===== src/rtl/booth_mult_32.sv =====
// Multi-cycle signed 32x32 radix-2 Booth multiplier. Each partial-product add/subtract goes
// through a 32-bit carry-lookahead path (4-bit lookahead groups plus a group carry unit).
module booth_mult_32 #(
  parameter int WIDTH = 32,
  parameter int CNT_W = 6
) (
  input  logic             clock,
  input  logic             reset,
  input  logic             ctrl_MULT,
  input  logic [WIDTH-1:0] data_operandA,
  input  logic [WIDTH-1:0] data_operandB,
  output logic [WIDTH-1:0] data_result,
  output logic             data_exception,
  output logic             data_resultRDY
);

  localparam int GROUPS = WIDTH / 4;
  localparam logic [CNT_W-1:0] LAST = CNT_W'(WIDTH - 1);

  typedef enum logic [1:0] {IDLE, RUN, DONE} state_t;

  state_t           state, state_nxt;
  logic [CNT_W-1:0] counter;
  logic [WIDTH-1:0] m, q, q_nxt;
  logic [WIDTH:0]   acc, acc_nxt, acc_sum;
  logic             q_1, q_1_nxt;

  // Adder operands and carry-lookahead internals
  logic [WIDTH:0]    add_b, sum;
  logic              add_cin, do_add, do_sub;
  logic [WIDTH-1:0]  gen, prop, carry;
  logic [GROUPS-1:0] grp_g, grp_p;
  logic [GROUPS:0]   gcarry;
  logic [3:0]        g4, p4;
  logic              cg;
  logic [WIDTH:0]    p_hi;

  // NOTE: every always_comb output gets a default first so no path leaves it unassigned
  // and no latch is inferred.
  always_comb begin
    state_nxt = state;
    case (state)
      IDLE:    state_nxt = IDLE;
      RUN:     if (counter == LAST) state_nxt = DONE;
      DONE:    state_nxt = IDLE;
      default: state_nxt = IDLE;
    endcase
    if (ctrl_MULT) state_nxt = RUN;
  end

  // NOTE: sequential state uses non-blocking assignments so all registers update from
  // pre-edge values regardless of statement order.
  always_ff @(posedge clock) begin
    if (reset) state <= IDLE;
    else       state <= state_nxt;
  end

  assign data_resultRDY = (state == DONE);

  // Booth pair {Q[0],q_1}: 01 adds M, 10 subtracts M (ones' complement plus carry-in).
  always_comb begin
    do_add  = (q[0] == 1'b0) && (q_1 == 1'b1);
    do_sub  = (q[0] == 1'b1) && (q_1 == 1'b0);
    add_b   = do_sub ? ~{m[WIDTH-1], m} : {m[WIDTH-1], m};
    add_cin = do_sub;
  end

  always_comb begin
    gen    = acc[WIDTH-1:0] & add_b[WIDTH-1:0];
    prop   = acc[WIDTH-1:0] ^ add_b[WIDTH-1:0];
    carry  = '0;
    grp_g  = '0;
    grp_p  = '0;
    gcarry = '0;
    g4     = '0;
    p4     = '0;
    cg     = 1'b0;
    gcarry[0] = add_cin;
    for (int k = 0; k < GROUPS; k++) begin
      g4 = gen[4*k +: 4];
      p4 = prop[4*k +: 4];
      cg = gcarry[k];
      grp_g[k] = g4[3] | (p4[3] & g4[2]) | (p4[3] & p4[2] & g4[1])
               | (p4[3] & p4[2] & p4[1] & g4[0]);
      grp_p[k] = &p4;
      gcarry[k+1] = grp_g[k] | (grp_p[k] & cg);
      carry[4*k +: 4] = {
        g4[2] | (p4[2] & g4[1]) | (p4[2] & p4[1] & g4[0]) | (p4[2] & p4[1] & p4[0] & cg),
        g4[1] | (p4[1] & g4[0]) | (p4[1] & p4[0] & cg),
        g4[0] | (p4[0] & cg),
        cg
      };
    end
    // The 33rd bit extends the sum so a -2^31 multiplicand never overflows.
    sum = {acc[WIDTH] ^ add_b[WIDTH] ^ gcarry[GROUPS], prop ^ carry};
  end

  always_comb begin
    acc_sum = (do_add || do_sub) ? sum : acc;
    {acc_nxt, q_nxt, q_1_nxt} = {acc_sum[WIDTH], acc_sum, q};
    p_hi = {acc_nxt[WIDTH-1:0], q_nxt[WIDTH-1]};
  end

  // NOTE: the datapath registers are cleared on reset too, so an aborted product never
  // leaks into data_result.
  always_ff @(posedge clock) begin
    if (reset) begin
      m              <= '0;
      acc            <= '0;
      q              <= '0;
      q_1            <= 1'b0;
      counter        <= '0;
      data_result    <= '0;
      data_exception <= 1'b0;
    end else if (ctrl_MULT) begin
      m       <= data_operandA;
      acc     <= '0;
      q       <= data_operandB;
      q_1     <= 1'b0;
      counter <= '0;
    end else if (state == RUN) begin
      acc     <= acc_nxt;
      q       <= q_nxt;
      q_1     <= q_1_nxt;
      counter <= counter + 1'b1;
      if (counter == LAST) begin
        data_result    <= q_nxt;
        // Fits in signed 32 bits only when P[63:31] is all ones or all zeros.
        data_exception <= ~(&p_hi | ~|p_hi);
      end
    end
  end

endmodule


===== config.mk =====
export PLATFORM = sky130hd
export DESIGN_NAME = booth_mult_32
export DESIGN_NICKNAME = d
export VERILOG_FILES = /design/src/rtl/booth_mult_32.sv
export SDC_FILE = /design/constraint.sdc
export NUM_CORES = 1
export LEC_CHECK = 0
export CAP_MARGIN = 20
export CORE_AREA = 2 2 117 119
export CTS_CLUSTER_DIAMETER = 120
export DETAILED_ROUTE_END_ITERATION = 10
export DIE_AREA = 0 0 119 121
export PLACE_DENSITY = 0.8
export SLEW_MARGIN = 20
export SYNTH_ARGS = -nofsm -noshare
export SYNTH_HDL_FRONTEND = slang
export SYNTH_SLANG_ARGS = --single-unit

===== constraint.sdc =====
create_clock -name clock -period 9.35 [get_ports clock]
set_input_delay 2.805 -clock clock [delete_from_list [all_inputs] [get_ports clock]]
set_output_delay 2.805 -clock clock [all_outputs]
set_load 0.05 [all_outputs]

Word level (Yosys, flattened, before mapping)
Cells that the tools add are included.
{"block": "word_totals", "reg_bits": 138, "in_bits": 67}
{"block": "op_classes", "addsub": 1, "n_eq_ne": 4, "n_mux": 7, "n_bitwise": 212, "n_reduce_logical": 18}
{"cell": "$and 1x1->1", "n": 120}
{"cell": "$or 1x1->1", "n": 81}
{"cell": "$mux 33", "n": 2}
{"cell": "$mux 32", "n": 2}
{"cell": "$xor 32x32->32", "n": 2}
{"cell": "$not 33->33", "n": 1}
{"cell": "$reduce_and 33->1", "n": 1}
{"cell": "$reduce_or 33->1", "n": 1}
{"cell": "$and 32x32->32", "n": 1}
{"cell": "$reduce_and 4->1", "n": 8}
{"cell": "$add 6x1->6 const B", "n": 1}
{"cell": "$eq 6x5->1 const B", "n": 1}
{"cell": "$not 1->1", "n": 5}
{"cell": "$mux 1", "n": 3}
{"cell": "$ne 3x3->1 const B", "n": 1}
{"cell": "$reduce_and 3->1", "n": 1}
{"cell": "$reduce_or 3->1", "n": 1}
{"cell": "$eq 2x1->1 const B", "n": 1}
{"cell": "$eq 2x2->1 const B", "n": 1}
{"cell": "$logic_and 1x1->1", "n": 2}
{"cell": "$reduce_bool 2->1", "n": 1}
{"cell": "$reduce_or 2->1", "n": 1}
{"cell": "$xor 1x1->1", "n": 2}
{"cell": "$logic_not 1->1", "n": 1}
{"cell": "$logic_or 1x1->1", "n": 1}

Longest topological paths before layout
Gate-level depths: netlist of the first run.
{"block": "logic_depth", "ltp_word": 29, "mapped_depth": 24, "mapped_depth_nobuf": 22}

Least setup slack after synthesis of the first run
OpenSTA, ideal clock, no wires.
{"block": "synth_timing", "path_kind": "register -> register", "start": "reg q[0]", "end": "reg data_exception", "setup_ns": 0.122, "t_arrival_ns": 4.748, "required_ns": 9.228, "slack_ns": 4.479, "stages_incl_launch_ff": 24, "cell_sequence": "dfxtp_1 ha_1 buf_2 buf_1 xor2_1 ha_1 and2_4 nand3_2 a211o_1 and4b_4 o21bai_4 inv_2 o21a_1 fa_1 xor2_1 nand2_1 o21ai_0 nor4_1 nand4b_1 nor4b_1 nand4bb_1 nor4_1 and4_1 nor3_2"}
{"block": "synth_between", "elab_chain_len": 28, "elab_cells_between_ends": 224}
{"item": "start: declaration", "line": "24", "text": "logic [WIDTH-1:0] m, q, q_nxt;"}
{"item": "start signal: assignment", "line": "118", "text": "q <= data_operandB;"}
{"item": "start signal: assignment", "line": "123", "text": "q <= q_nxt;"}
{"item": "$logic_and 1x1->1", "line": "63", "text": "do_sub = (q[0] == 1'b1) && (q_1 == 1'b0);"}
{"item": "$mux 33", "line": "64", "text": "add_b = do_sub ? ~{m[WIDTH-1], m} : {m[WIDTH-1], m};"}
{"item": "$xor 32x32->32 / $and 32x32->32 (equally long branches)", "line": "70, 69"}
{"item": "$and 1x1->1 (on tied branches)", "line": "83, 84"}
{"item": "$or 1x1->1, or another cell as far along", "line": "83", "text": "grp_g[k] = g4[3] | (p4[3] & g4[2]) | (p4[3] & p4[2] & g4[1])"}
{"item": "$or 1x1->1 / $and 1x1->1 (equally long branches)", "line": "83, 84"}
{"item": "$or 1x1->1", "line": "84", "text": "| (p4[3] & p4[2] & p4[1] & g4[0]);"}
{"item": "$or 1x1->1", "line": "86", "text": "gcarry[k+1] = grp_g[k] | (grp_p[k] & cg);"}
{"item": "[12 not listed]"}
{"item": "$and 1x1->1 (on tied branches)"}
{"item": "$or 1x1->1 (on tied branches)"}
{"item": "$xor 32x32->32 / $xor 1x1->1 (equally long branches)", "line": "95", "text": "sum = {acc[WIDTH] ^ add_b[WIDTH] ^ gcarry[GROUPS], prop ^ carry};"}
{"item": "$mux 33 (*)", "line": "99", "text": "acc_sum = (do_add || do_sub) ? sum : acc;"}
{"item": "$reduce_or 33->1", "line": "129", "text": "data_exception <= ~(&p_hi | ~|p_hi);"}
{"item": "$logic_not 1->1", "line": "129"}
{"item": "$or 1x1->1 (*)", "line": "129"}
{"item": "$not 1->1 (*)", "line": "129"}
{"item": "end signal: assignment", "line": "129"}
{"item": "end: declaration", "line": "13", "text": "output logic data_exception,"}
Every way passes the cells marked *; elsewhere a longest branch is shown, timed or not.
A chain may end at the register's enable or synchronous reset.

Worst setup path after layout of the first run
Same ends and word-level chain as after synthesis.

==> results of run 1 <==
## layer usage
metal | global-route usage | share of wire | vias to the layer above
met2 | 0.458 | 0.48 | 214
met4 | 0.0908 | 0.020 | 0
li1 | - | - | 3427
met5 | 0 | 0 | -
met3 | 0.0545 | 0.054 | 41
met1 | 0.353 | 0.45 | 3300
## kinds of logic after synthesis
family | share of synthesized area
AO/OA/AOI/OAI | 0.185
adder cells (fa/ha/maj) | 0.0737
multiplexers | 0.0540
flip-flops | 0.360
buffers and inverters | 0.0429
XOR/XNOR | 0.0605
AND/OR/NAND/NOR | 0.224
## metrics by stage
| stage | util | cell area, um^2 | setup slack [ns] | hold slack, ns | instances |
|---|---|---|---|---|---|
| floorplan | - | 7670 | 4.48 | 0.436 | 955 |
| global placement | 0.666 | 8720 | 4.04 | 0.443 | 1177 |
| detailed placement | 0.666 | 8720 | 3.82 | 0.446 | 1177 |
| CTS | 0.712 | 9320 | 3.76 | 0.455 | 1209 |
| global route | 0.712 | 9320 | 3.12 | 0.473 | 1209 |
| finish | 0.712 | 9320 | 3.68 | 0.451 | 1209 |
## placed cells by master, fill, tap and decap left out, drive strengths merged, types with 13 or more instances in the layout
master / Yosys / routed
nor2: 117 / 117
ha: 34 / 34
mux2i: 39 / 39
inv: 26 / 29
nand2: 170 / 170
o21ai: 20 / 20
nand3: 13 / 13
clkbuf: 42 / 20
dfxtp: 138 / 138
a21oi: 120 / 120
nand4: 15 / 15
xor2: 43 / 43
a211oi: 29 / 29
clkdlybuf4s50: 0 / 98
## cell usage after synthesis, drive strengths merged, types with 5 or more instances
master / n
clkbuf: 42
o21ai: 20
nand4: 15
nor2: 117
a211oi: 29
xnor2: 10
ha: 34
a21oi: 120
fa: 7
mux2i: 39
dfxtp: 138
nor3: 10
nor4: 9
nand2: 170
inv: 26
or3: 8
and3: 9
nor2b: 5
nand3: 13
a21o: 11
xor2: 43
buf: 18
## registers in the layout, summed over array words and instances (netlist names)
name / cells
q_1: 1
state: 2
acc: 32
data_exception: 1
m: 32
counter: 6
q: 32
data_result: 32
## final timing paths
| path | cells after the start | from | slack, ns | end |
|---|---|---|---|---|
| worst max-delay path | 20 | q[0] | 3.68 | data_exception |
| worst min-delay path | 2 | data_result[23] | 0.45 | data_result[23] |
| worst max register to register | 20 | q[0] | 3.68 | data_exception |
| worst min register to register | 2 | data_result[23] | 0.45 | data_result[23] |
## critical path, cell delays in order, from the launching register on
cell and delay, ns:
dfxtp_1 0.35, ha_2 0.87, xor2_1 0.16, ha_1 0.41, a21o_1 0.18, a22o_1 0.27
a32oi_1 0.34, and4b_4 0.36, o21bai_4 0.08, inv_2 0.10, o21a_1 0.18, fa_1 0.46
nor4_1 0.24, a21oi_1 0.10, nor4_1 0.21, nand4b_1 0.14, nor4b_1 0.35, nand4bb_1 0.15
nor4_1 0.29, and4_1 0.26, nor3_2 0.04
## final cells by class
cell class | count | area, um^2 | share of cell area
clock inverters | 12 | 138 | 0.0148
well taps | 176 | 220 | 0.0236
inverters | 26 | 97.6 | 0.0105
flip-flops and latches | 138 | 2760 | 0.296
repair buffers | 106 | 1040 | 0.112
clock buffers | 20 | 467 | 0.0501
multi-input cells | 731 | 4600 | 0.493
## power by group through the flow
stage               registers [mW]  logic (mW)  clock network, mW
CTS                          0.628       0.235              0.683
global route                 0.631       0.263              0.710
global placement             0.640       0.226                  0
floorplan                    0.635       0.167                  0
detailed placement           0.641       0.231                  0
finish                       0.629       0.237              0.680
==> reports/metrics.yaml, run 1 <==
run_status:
  status: "completed"
cts:
  cts_tree: "done"
  cts_setup_buffers: 0
  cts_resized: 0
  cts_buffers: 17
  clock_sinks: 138
  h-tree-depth: 4
  clock_path_buffers: 2
  insertion_delay_ns: 0.43
  ctsHoldBuffers: 0
  root_buffer: "clkbuf_16"
  path_clk_slew_ns: 0.06
grt:
  grt_antenna_before_repair: 0
  track_usage: 0.273
  grt_pass1_wl_mm: 32.0
  grt_max_degree: 102
  grt_overflow: 0
  grt_pass1_vias: 6657
drt:
  drc: 0
  wire_per_inst_um: 15.8
  antenna_left: 0
  wirelength_mm: 19.2
  drt_first_pass_iters: 5
  num_vias: 6982
  viasPerCell: 5.78
  first_iter_violations: 665
floorplan:
  ios: 101
  die_x_um: 119
  placementRows: 42
  fp.dieArea_um2: 14400
  coreArea_um2: 13100
  die_height_um: 121
  start_util: 0.586
timing:
  finalClockSkew_ns: 0.0101
  drv_slew: 0
  min_period_over_period: 0.606
  rsz0062_at_grt: "no"
  fmax_mhz: 176
  maxSlewHeadroom: 0.283
  setup_viol: 0
  post-route-min-period_ns: 5.67
  hold_viol: 0
  fin_setup_tns_ns: 0
  tightestPinTransition_ns: 1.08
layout:
  antennaDiodeCount: 0
  nFillCells: 1055
  area_delta_synth_final_pct: 21.5
  drive_above_1_share: 0.0736
  nNetsFinal: 1128
synthesis:
  synth_top_cells_by_area: "dfxtp_1, nand2_1, a21oi_1, nor2_1, ha_1"
  yosysSeqAreaShare: 0.360
  syn_inst: 955
  synth_edf_count: 0
  synth-seq-cells: 138
  avgSynthCellArea_um2: 8.03
  synth_top_area_share: 0.360
  synth.distinct_cells: 74
  async_flop_share: 0
  synth_top_cell_by_area: "dfxtp_1"
  synth_ff_type: "dfxtp_1"
  yosys_warnings: 0
  netlist_area_um2: 7670
  syn_nets: 1063
pwr:
  peakVddDrop_uv: 125
  total_power_mw: 1.55
  power.switching_mw: 0.419
  intPower_mw: 1.13
  seq_power_share: 0.407
  power_frac_clock: 0.440
  swShare: 0.271
  power_frac_comb: 0.153
  power_leakage_nw: 3.73
  power_density_nw_per_um2: 166
hold_path:
  hold_path_class: "register to register"
critical_path:
  crit_type: "register to register"
  critPathRequiredTime_ns: 9.67
  crit_path_max_fanout: 34
  crit_arrival_ns: 5.99
  critPathLaunchType: "register"
  cp-end-kind: "register"
job:
  drv_cap: 0
place:
  numPortBuffers: 100
  gp_congestion: 0.863
  dpl.hpwl_mm: 12.4
Power figures use the tool's default switching activity.
==> run 2: changes to the inputs <==
- CORE_AREA: 2 2 117 119 -> 2 2 127 129
- DIE_AREA: 0 0 119 121 -> 0 0 129 131
- PLACE_DENSITY: 0.8 -> 0.72
- clock period: 9.35 -> 5.05 ns (I/O delays scaled with it)
==> reports/metrics.yaml, run 2 (synthesis gave the netlist of run 1 again) <==
drt:
  first_iter_violations: 486
  drc: 0
  antenna_left: 0
  viasPerCell: 5.43
  wire_per_inst_um: 15.3
  drt_first_pass_iters: 5
  num_vias: 6915
  wirelength_mm: 19.5
timing:
  hold_viol: 0
  fmax_mhz: 208
  post-route-min-period_ns: 4.81
  fin_setup_tns_ns: 0
  maxSlewHeadroom: 0.308
  setup_viol: 0
  finalClockSkew_ns: 0.00749
  drv_slew: 0
  rsz0062_at_grt: "yes"
  tightestPinTransition_ns: 1.04
  min_period_over_period: 0.952
layout:
  nFillCells: 1367
  final_core_utilization: 0.625
  ff_latch_area_um2: 2770
  final_cell_mix: "nand2_1, dfxtp_1, a21oi_1"
  final_common_cell: "nand2_1"
  nNetsFinal: 1153
  multi_input_area_um2: 4710
  drive_above_1_share: 0.112
  area_delta_synth_final_pct: 27.0
  antennaDiodeCount: 0
critical_path:
  critPathRequiredTime_ns: 5.37
  r2r-start: "q_1"
  crit_arrival_ns: 5.12
  crit_path_start: "q_1"
  critPathLaunchType: "register"
  crit_type: "register to register"
  crit_slowest_cell: "fa_1"
  cp-end-kind: "register"
  crit_path_max_fanout: 7
  max_stage_delay_ns: 0.47
  crit_chain: "inv_2 > ha_4 > buf_12 > xor2_1 > ha_1 > and4_4 > nand4_1 > a211o_1 > and4b_4 > o21bai_4 > inv_2 > o21a_1 > fa_1 > nor4_1 > a21oi_1 > nor4_1 > nand4b_1 > nor4b_2 > nand4bb_1 > nor4_2 > and4_1 > nor3_2"
cts:
  path_clk_slew_ns: 0.06
  h-tree-depth: 4
  clock_path_buffers: 2
  insertion_delay_ns: 0.43
  root_buffer: "clkbuf_16"
  clock_sinks: 138
  cts_buffers: 17
  cts_tree: "done"
place:
  numPortBuffers: 100
  dpl.hpwl_mm: 12.7
  gp_congestion: 0.867
floorplan:
  placementRows: 46
  die_x_um: 129
  coreArea_um2: 15600
  die_height_um: 131
  ios: 101
  fp.dieArea_um2: 16900
  start_util: 0.492
grt:
  grt_max_degree: 98
  grt_antenna_before_repair: 0
  grt_overflow: 0
  grt_pass1_vias: 6246
  track_usage: 0.229
  grt_pass1_wl_mm: 30.8
pwr:
  power_leakage_nw: 3.89
  peakVddDrop_uv: 266
  total_power_mw: 2.94
  power_density_nw_per_um2: 302
job:
  drv_cap: 0
hold_path:
  min_from: "data_result[28]"
  hold_path_class: "register to register"
run_status:
  status: "completed"
## run 2: layout make-up
| class | instances | area share |
|---|---|---|
| clock inverter | 14 | 0.0187 |
| clock buffer | 18 | 0.0440 |
| sequential | 138 | 0.284 |
| multi-input combinational | 731 | 0.483 |
| inverter | 26 | 0.0100 |
| tap | 216 | 0.0277 |
| timing repair buffer | 131 | 0.132 |
## run 2: final timing paths
path / depth (start not counted) / slack, ns / endpoint
worst max-delay path: 22 / 0.24 / data_exception
worst min-delay path: 2 / 0.45 / data_result[28]
worst max register to register: 22 / 0.24 / data_exception
worst min register to register: 2 / 0.45 / data_result[28]
## run 2: routing by layer
| metal | part of all wire | vias to the layer above | global-route usage |
|---|---|---|---|
| li1 | - | 3505 | - |
| met1 | 0.46 | 3207 | 0.303 |
| met2 | 0.47 | 173 | 0.372 |
| met3 | 0.049 | 30 | 0.0468 |
| met4 | 0.017 | 0 | 0.0825 |
| met5 | 0 | - | 0 |
## run 2: stage by stage
stage | setup slack, ns | instance area [um^2] | hold slack, ns | instances
finish | 0.245 | 9740 | 0.451 | 1274
global route | -0.0713 | 9740 | 0.470 | 1274
CTS | 0.0559 | 9460 | 0.455 | 1256
detailed placement | 0.0826 | 8830 | 0.446 | 1224
global placement | 0.291 | 8830 | 0.443 | 1224
floorplan | 0.179 | 7670 | 0.436 | 955
## run 2: where the power goes
part | internal (mW) | total [mW] | switching (mW)
Clock | 0.788 | 1.30 | 0.517
Sequential | 1.13 | 1.16 | 0.0342
Combinational | 0.213 | 0.473 | 0.260
Total | 2.13 | 2.94 | 0.811
## run 2: worst max-delay path, delay by kind of cell (launching register included)
family	cells	cell delay, ns
adders and majority gates	3	1.00
and+or+nand+nor	11	2.20
xor gates and xnor gates	1	0.14
buffers and inverters	3	0.26
AOI/OAI and AO/OA	4	0.77
DFF	1	0.33
## run 2: repair_timing
item	in CTS	in global routing
gates cloned	0	2
resized for setup	2	21
setup buffers	0	16
hold buffers	0	0
setup endpoints to repair	1	1
pin swaps	0	24
